File: src/rtl/pipe_ctrl.sv
// pipe_ctrl: central pipeline sequencer for the RV32I core.
// Merges per-stage stall requests into a 6-bit stall vector (bit0 PC .. bit5 WB),
// sequences trap/mret flushes with a redirect PC, holds off new exceptions for a
// short refill window after each flush, and traps on a MEM stall that never ends.
// Optional feature macro: PIPE_CTRL_PERF_EN adds stall/flush performance counters.
module pipe_ctrl #(
  parameter int unsigned REFILL_CYCLES = 2,
  parameter int unsigned STALL_TIMEOUT = 1024,
  parameter int unsigned CNT_W         = 11,
  parameter logic [31:0] EXC_MRET      = 32'h0000_000E
) (
  input  logic        clk,
  input  logic        rst,
  input  logic        stallreq_if,
  input  logic        stallreq_id,
  input  logic        stallreq_ex,
  input  logic        stallreq_mem,
  input  logic [31:0] excepttype_i,
  input  logic [31:0] mtvec_i,
  input  logic [31:0] mepc_i,
  output logic [5:0]  stall,
  output logic        flush,
  output logic [31:0] new_pc,
  output logic        timeout_o
`ifdef PIPE_CTRL_PERF_EN
  ,
  output logic [31:0] perf_stall_cnt,
  output logic [31:0] perf_flush_cnt
`endif
);

  localparam int unsigned RW = (REFILL_CYCLES < 2) ? 1 : $clog2(REFILL_CYCLES + 1);

  typedef enum logic [0:0] {
    StIdle,
    StRefill
  } state_e;

  state_e           state_q;
  logic [RW-1:0]    refill_q;
  logic [CNT_W-1:0] wd_q;

  logic [5:0] req_stall;
  logic       wd_fire;
  logic       exc_take;
  logic       flush_int;

  // Priority-encode stall requests, decide trap/watchdog events and drive the outputs.
  always_comb begin
    req_stall = 6'b000000;
    if (stallreq_mem)     req_stall = 6'b011111;
    else if (stallreq_ex) req_stall = 6'b001111;
    else if (stallreq_id) req_stall = 6'b000111;
    else if (stallreq_if) req_stall = 6'b000011;

    wd_fire  = 1'b0;
    exc_take = 1'b0;
    if (state_q == StIdle) begin
      // Counter holds the number of earlier consecutive MEM-stall cycles.
      wd_fire  = stallreq_mem && (wd_q == CNT_W'(STALL_TIMEOUT - 1));
      // An exception waits while MEM is stalled; the stall vector then holds it in place.
      exc_take = (excepttype_i != 32'h0) && !stallreq_mem;
    end
    flush_int = wd_fire || exc_take;

    stall     = 6'b000000;
    flush     = 1'b0;
    new_pc    = 32'h0;
    timeout_o = 1'b0;
    if (!rst) begin
      if (wd_fire) begin
        flush     = 1'b1;
        new_pc    = mtvec_i;
        timeout_o = 1'b1;
      end else if (exc_take) begin
        flush  = 1'b1;
        new_pc = (excepttype_i == EXC_MRET) ? mepc_i : mtvec_i;
      end else begin
        stall = req_stall;
      end
    end
  end

  // Sequencer state, refill window countdown and MEM-stall watchdog counter.
  always_ff @(posedge clk) begin
    if (rst) begin
      state_q  <= StIdle;
      refill_q <= '0;
      wd_q     <= '0;
    end else begin
      unique case (state_q)
        StIdle: begin
          if (flush_int) begin
            state_q  <= StRefill;
            refill_q <= RW'(REFILL_CYCLES);
            wd_q     <= '0;
          end else if (stallreq_mem) begin
            wd_q <= wd_q + CNT_W'(1);
          end else begin
            wd_q <= '0;
          end
        end
        StRefill: begin
          wd_q <= '0;
          if (refill_q <= RW'(1)) begin
            state_q  <= StIdle;
            refill_q <= '0;
          end else begin
            refill_q <= refill_q - RW'(1);
          end
        end
        default: begin
          state_q  <= StIdle;
          refill_q <= '0;
          wd_q     <= '0;
        end
      endcase
    end
  end

`ifdef PIPE_CTRL_PERF_EN
  logic [31:0] perf_stall_q;
  logic [31:0] perf_flush_q;

  // Free-running wrap-around counters of stalled cycles and flush pulses.
  always_ff @(posedge clk) begin
    if (rst) begin
      perf_stall_q <= 32'h0;
      perf_flush_q <= 32'h0;
    end else begin
      if (stall != 6'b000000) perf_stall_q <= perf_stall_q + 32'h1;
      if (flush)              perf_flush_q <= perf_flush_q + 32'h1;
    end
  end

  assign perf_stall_cnt = rst ? 32'h0 : perf_stall_q;
  assign perf_flush_cnt = rst ? 32'h0 : perf_flush_q;
`endif

endmodule

File: config.mk
export PLATFORM = sky130hd
export DESIGN_NAME = pipe_ctrl
export DESIGN_NICKNAME = d
export VERILOG_FILES = /design/src/rtl/pipe_ctrl.sv
export SDC_FILE = /design/constraint.sdc
export NUM_CORES = 1
export LEC_CHECK = 0
export CORE_AREA = 2 2 71 73
export DETAILED_ROUTE_END_ITERATION = 7
export DIE_AREA = 0 0 73 75
export PLACE_DENSITY = 0.78
export SLEW_MARGIN = 15
export SYNTH_ARGS = -nofsm -noshare
export SYNTH_HDL_FRONTEND = slang
export SYNTH_SLANG_ARGS = --single-unit
File: constraint.sdc
create_clock -name clk -period 2.91 [get_ports clk]
set_input_delay 0.582 -clock clk [delete_from_list [all_inputs] [get_ports clk]]
set_output_delay 0.582 -clock clk [all_outputs]
set_load 0.02 [all_outputs]
* After elaboration in Yosys (flattened, before gate mapping)
Cells that the tools add are included.
** Operators by class
- Add/subtract/negate cells :: 2
- Magnitude comparators :: 1
- Eq/ne operators :: 3
- Multiplexer cells :: 27
- Bitwise logic cells :: 1
- Reductions and logical operators :: 5
** Operators by type and width (number)
- 32-bit two-way mux :: 4
- 32-bit by 4-bit equality test with 1-bit output, second input constant :: 1
- 32-bit nonzero test :: 1
- 11-bit two-way mux :: 2
- 11-bit case mux with 2 select lines :: 1
- 6-bit two-way mux :: 3
- 11-bit by 1-bit adder with 11-bit output, second input constant :: 1
- 11-bit by 10-bit equality test with 1-bit output, second input constant :: 1
- 1-bit two-way mux :: 9
- 2-bit two-way mux :: 3
- 5-bit two-way mux :: 1
- 4-bit two-way mux :: 1
- 2-bit case mux with 2 select lines :: 1
- 3-bit two-way mux :: 1
- 2-bit by 1-bit less-or-equal comparator with 1-bit output, second input constant :: 1
- 1-bit logical AND :: 2
- 2-bit != test, second input constant :: 1
- 1-bit case mux with 2 select lines :: 1
- 2-bit by 1-bit subtractor with 2-bit output, second input constant :: 1
- 1-bit zero test :: 1
- 1-bit logical OR :: 1
- 1-bit NOT :: 1
** Word-level totals
- Bits in registers :: 14
- Input port bits :: 102
- Output and inout port bits :: 40
- Word-level logic and storage cells :: 42

* Longest topological paths before layout
- Depth in word-level cells :: 7
- Gate-level depth with buffers :: 8
- Gate-level depth less buffers :: 6

* Worst setup path after synthesis
No wires, ideal clock.
- Kind :: input to output
- Start point :: input excepttype_i[0]
- End point :: output stall[1]
- Arrival :: 2.094 ns
- Required time :: 2.328 ns
- Setup slack :: 0.234 ns
- Cell stages on the path :: 6
- Path buffers :: 1
- Cell sequence :: nor4_1 > nand4_1 > nor3_1 > o31ai_1 > a21oi_1 > buf_4
** Between the ends
- Word-level cells in the longest chain between the ends :: 6
** Ends and longest elaborated chain
- from (decl) :: RTL line 18 : input logic [31:0] excepttype_i,
- 32-bit nonzero test :: RTL line 62 : exc_take = (excepttype_i != 32'h0) && !stallreq_mem;
- 1-bit logical AND :: RTL line 62
- 1-bit two-way mux :: RTL line 58 : if (state_q == StIdle) begin
- 6-bit two-way mux :: RTL line 75 : end else if (exc_take) begin
- 6-bit two-way mux :: RTL line 71 : if (wd_fire) begin
- 6-bit two-way mux :: RTL line 70 : if (!rst) begin
- to (decl) :: RTL line 21 : output logic [5:0] stall,
Every way passes these cells.

* Worst setup path after layout
- Start point :: input excepttype_i[22]
- End point :: output new_pc[3]
** Between the ends
- Word-level cells in the longest chain between the ends :: 6
- Elaborated cells on any way between the ends :: 8
- Classes of those cells :: eq/ne (1); mux (5); reduce/logical (2)
** Ends and longest elaborated chain
- 32-bit nonzero test :: RTL line 62
- 1-bit logical AND :: RTL line 62
- 1-bit two-way mux :: RTL line 58
- 32-bit two-way mux * :: RTL line 75
- 32-bit two-way mux * :: RTL line 71
- 32-bit two-way mux * :: RTL line 70
- to (decl) :: RTL line 23 : output logic [31:0] new_pc,
Mark *: on every way between the ends. The rest lies on a longest branch, timed or not.

==> flow_summary.json <==
{
  "netlist.area_leader.share_pct": 22.8,
  "clkLatencyLatePin_ns": 0.25,
  "clk_pin_slew_ns": 0.05,
  "pre_cts_ws_ns": -0.739,
  "ir_worst_vdd_mv": 0.246,
  "rsz0062_at_grt": "yes",
  "cts_buffer_depth": 2,
  "drtAntennaViolNets": 0,
  "grt_pass1_wl_microns": 10600,
  "synth_area_leader_cell": "dfxtp_1",
  "maxCapViolCount": 0,
  "crit_cells": 9,
  "post-route-period-util_pct": 104,
  "total_power_mw": 0.750,
  "critical-path-top-delay-family": "simple AND/OR/NAND/NOR gates",
  "synth-simple-area-share_pct": 43.1,
  "cts_tree": "done",
  "crit_chain": "buf_6, nor4_2, nand4_1, buf_4, or4_4, clkbuf_16, nand2_4, a21oi_2, buf_6",
  "synth_common_cells": "66 x nand2_1, 37 x a21oi_1, 17 x nor2_1, 14 x dfxtp_1, 9 x nand3_1",
  "worstPathRequired_ns": 2.33,
  "critical_path_class": "in2out",
  "routed.top_layer": "met4",
  "drtPass1Iterations": 4,
  "m1WireLength_microns": 3290,
  "synth_nets": 304,
  "synthCells": 201,
  "synth_top_family_by_area": "simple AND/OR/NAND/NOR gates",
  "status": "complete, but fails checks",
  "die-area_sq_um": 5480,
  "fmax_mhz": 329,
  "worstPathArrival_ns": 2.46,
  "syn_area_per_cell_sq_um": 6.11,
  "cp_slowest_cell": "or4_4",
  "drt_iter0_markers": 142,
  "synth_compound_area_share_pct": 17.7,
  "finalCriticalPeriod_ns": 3.04,
  "muxShareOfSynthArea_pct": 0,
  "gr-usage-all-layers_pct": 25.1,
  "die_x_microns": 73,
  "synthAdderAreaFrac_pct": 1.02,
  "layout-drive-gt1-share_pct": 51.0,
  "r2r_cells": 8,
  "synthFlopType": "dfxtp_1",
  "cts-htree-levels": 1,
  "critical_path.most_common_cell": "buf_6",
  "worstSetupEndpointType": "output port",
  "synth-seq-cells": 14,
  "met2WireLength_microns": 4620,
  "port-buffer-count": 140,
  "path_max_fanout": 8,
  "final.setup_skew_ns": 0.00321,
  "coreArea_sq_um": 4660,
  "die_height_microns": 75,
  "startpoint_type": "input port",
  "grt_max_degree": 18,
  "cts_sinks": 14,
  "synth_edf_count": 0,
  "fin_nets": 471,
  "synth_most_common_cell": "nand2_1",
  "failed_checks": "negative setup slack",
  "synth-xor-area-share_pct": 6.42,
  "start_util_pct": 26.4,
  "yosysSeqAreaShare_pct": 22.8,
  "grt-ovfl-total": 0,
  "n_antenna_cell": 0,
  "routed_wirelength_microns": 9050,
  "wl_per_cell_microns": 21.5,
  "via_count": 2284,
  "synth_warnings": 0,
  "root_buffer": "clkbuf_8",
  "powerDensity_nw_per_um2": 206,
  "drv_slew": 0,
  "min_path_type": "reg2reg",
  "antenna_found_initial": 0,
  "async_reset_ff_share_pct": 0,
  "syn_to_final_growth_pct": 196,
  "syn_area_sq_um": 1230,
  "drt-vias-per-instance": 5.43,
  "critical-path-max-stage-delay_ns": 0.65,
  "remaining_drc_errors": 0,
  "final_hold_viol_count": 0,
  "rows": 25,
  "met3_length_microns": 728,
  "power.leakage_nw": 1.49,
  "path_buf_inv": 4,
  "yosys-top-cells-area": "dfxtp_1 23%, nand2_1 20%, a21oi_1 15%",
  "synth_cell_types": 31,
  "worst_slack_ns": -0.129,
  "hpwlAfterDp_microns": 4280,
  "cts_buffers": 3,
  "grt_pass1_vias": 2115,
  "io_pins": 142,
  "holdPathStages": 2,
  "gp_congestion": 0.860,
  "finalSetupViolCount": 32
}
[metal layers]
layer / vias up / GRT usage (%)
met4: 0 / 10.7
met5: - / 0
li1: 1015 / -
met3: 31 / 6.02
met1: 1094 / 25.9
met2: 144 / 48.0
[sequential cells by signal (all words and copies together), names as in the netlist]
| name | cells |
|---|---|
| wd_q | 11 |
| state_q | 1 |
| refill_q | 2 |
[placed cells by master, fill, tap and decap left out, drive strengths merged]
| cell type | netlist | layout |
|---|---|---|
| buf | 11 | 88 |
| clkdlybuf4s50 | 0 | 72 |
| nand2 | 66 | 66 |
| a21oi | 37 | 37 |
| nor2 | 17 | 17 |
| dfxtp | 14 | 14 |
| nand3 | 9 | 9 |
| xor2 | 8 | 8 |
| clkdlybuf4s15 | 0 | 8 |
| nor4 | 7 | 7 |
| dlygate4sd2 | 0 | 6 |
| clkbuf | 3 | 6 |
| inv | 4 | 4 |
| or3 | 3 | 3 |
| nor3 | 3 | 3 |
| and4 | 3 | 3 |
| nand4 | 2 | 2 |
| and2 | 2 | 2 |
| and3 | 2 | 2 |
| nor3b | 1 | 1 |
| or4 | 1 | 1 |
| o22a | 1 | 1 |
| o31ai | 1 | 1 |
| nand3b | 1 | 1 |
| o2111ai | 1 | 1 |
| xnor2 | 1 | 1 |
| o22ai | 1 | 1 |
| ha | 1 | 1 |
| conb | 1 | 1 |
[worst register-to-register path: stages, from the launching register on]
cell and delay, ns:
dfxtp_1 0.31, ha_1 0.20, and4_1 0.21, and4_4 0.20, buf_4 0.14, nor2_1 0.15
buf_4 0.14, nand3_1 0.31, nor2_1 0.21
[stage by stage]
stage | instance area (sq um) | hold slack [ns] | cells | util (%) | TNS (ns)
6_report | 3640 | 0.503 | 421 | 78.1 | -2.45
5_1_grt | 3640 | 0.525 | 421 | 78.1 | -5.36
3_5_place_dp | 2780 | 0.494 | 398 | 59.7 | -25.93
4_1_cts | 3260 | 0.505 | 417 | 69.9 | -0.219
3_3_place_gp | 2780 | 0.481 | 398 | 59.7 | -24.50
2_1_floorplan | 1230 | 0.449 | 201 | - | 0
[what timing repair did]
action	4_1_cts	5_1_grt
hold endpoints to repair	0	0
pin swaps	54	44
buffers inserted	9	6
gates cloned	6	1
hold buffers	0	0
setup endpoints to repair	39	37
resized for setup	345	94
[cells by family after synthesis]
kind of cell               after synthesis
and+or+nand+nor                        117
adders and majority gates                1
DFF                                     14
AOI/OAI and AO/OA                       41
buffers and inverters                   18
other                                    1
xor gates and xnor gates                 9
[where the power goes]
part / switching [mW] / leakage (nW) / internal, mW
Sequential: 0.00268 / 0.114 / 0.196
Combinational: 0.159 / 1.35 / 0.205
Clock: 0.0681 / 0.0288 / 0.120
[worst paths after layout]
check | from | end | slack [ns]
max | excepttype_i[22] | new_pc[3] | -0.13
max reg2reg | wd_q[0]$_SDFF_PP0_ | wd_q[10]$_SDFF_PP0_ | 0.97
min | refill_q[1]$_SDFFE_PP0P_ | refill_q[0]$_SDFFE_PP0P_ | 0.50
min reg2reg | refill_q[1]$_SDFFE_PP0P_ | refill_q[0]$_SDFFE_PP0P_ | 0.50
[final cells by class]
| cell class | count | area, sq um |
|---|---|---|
| fillers | 280 | 1020 |
| flip-flops and latches | 14 | 280 |
| multi-input cells | 169 | 1430 |
| repair buffers | 176 | 1790 |
| clock buffers | 4 | 55.1 |
| well taps | 54 | 67.6 |
| inverters | 4 | 15.0 |
(Power assumes the default switching activity.)
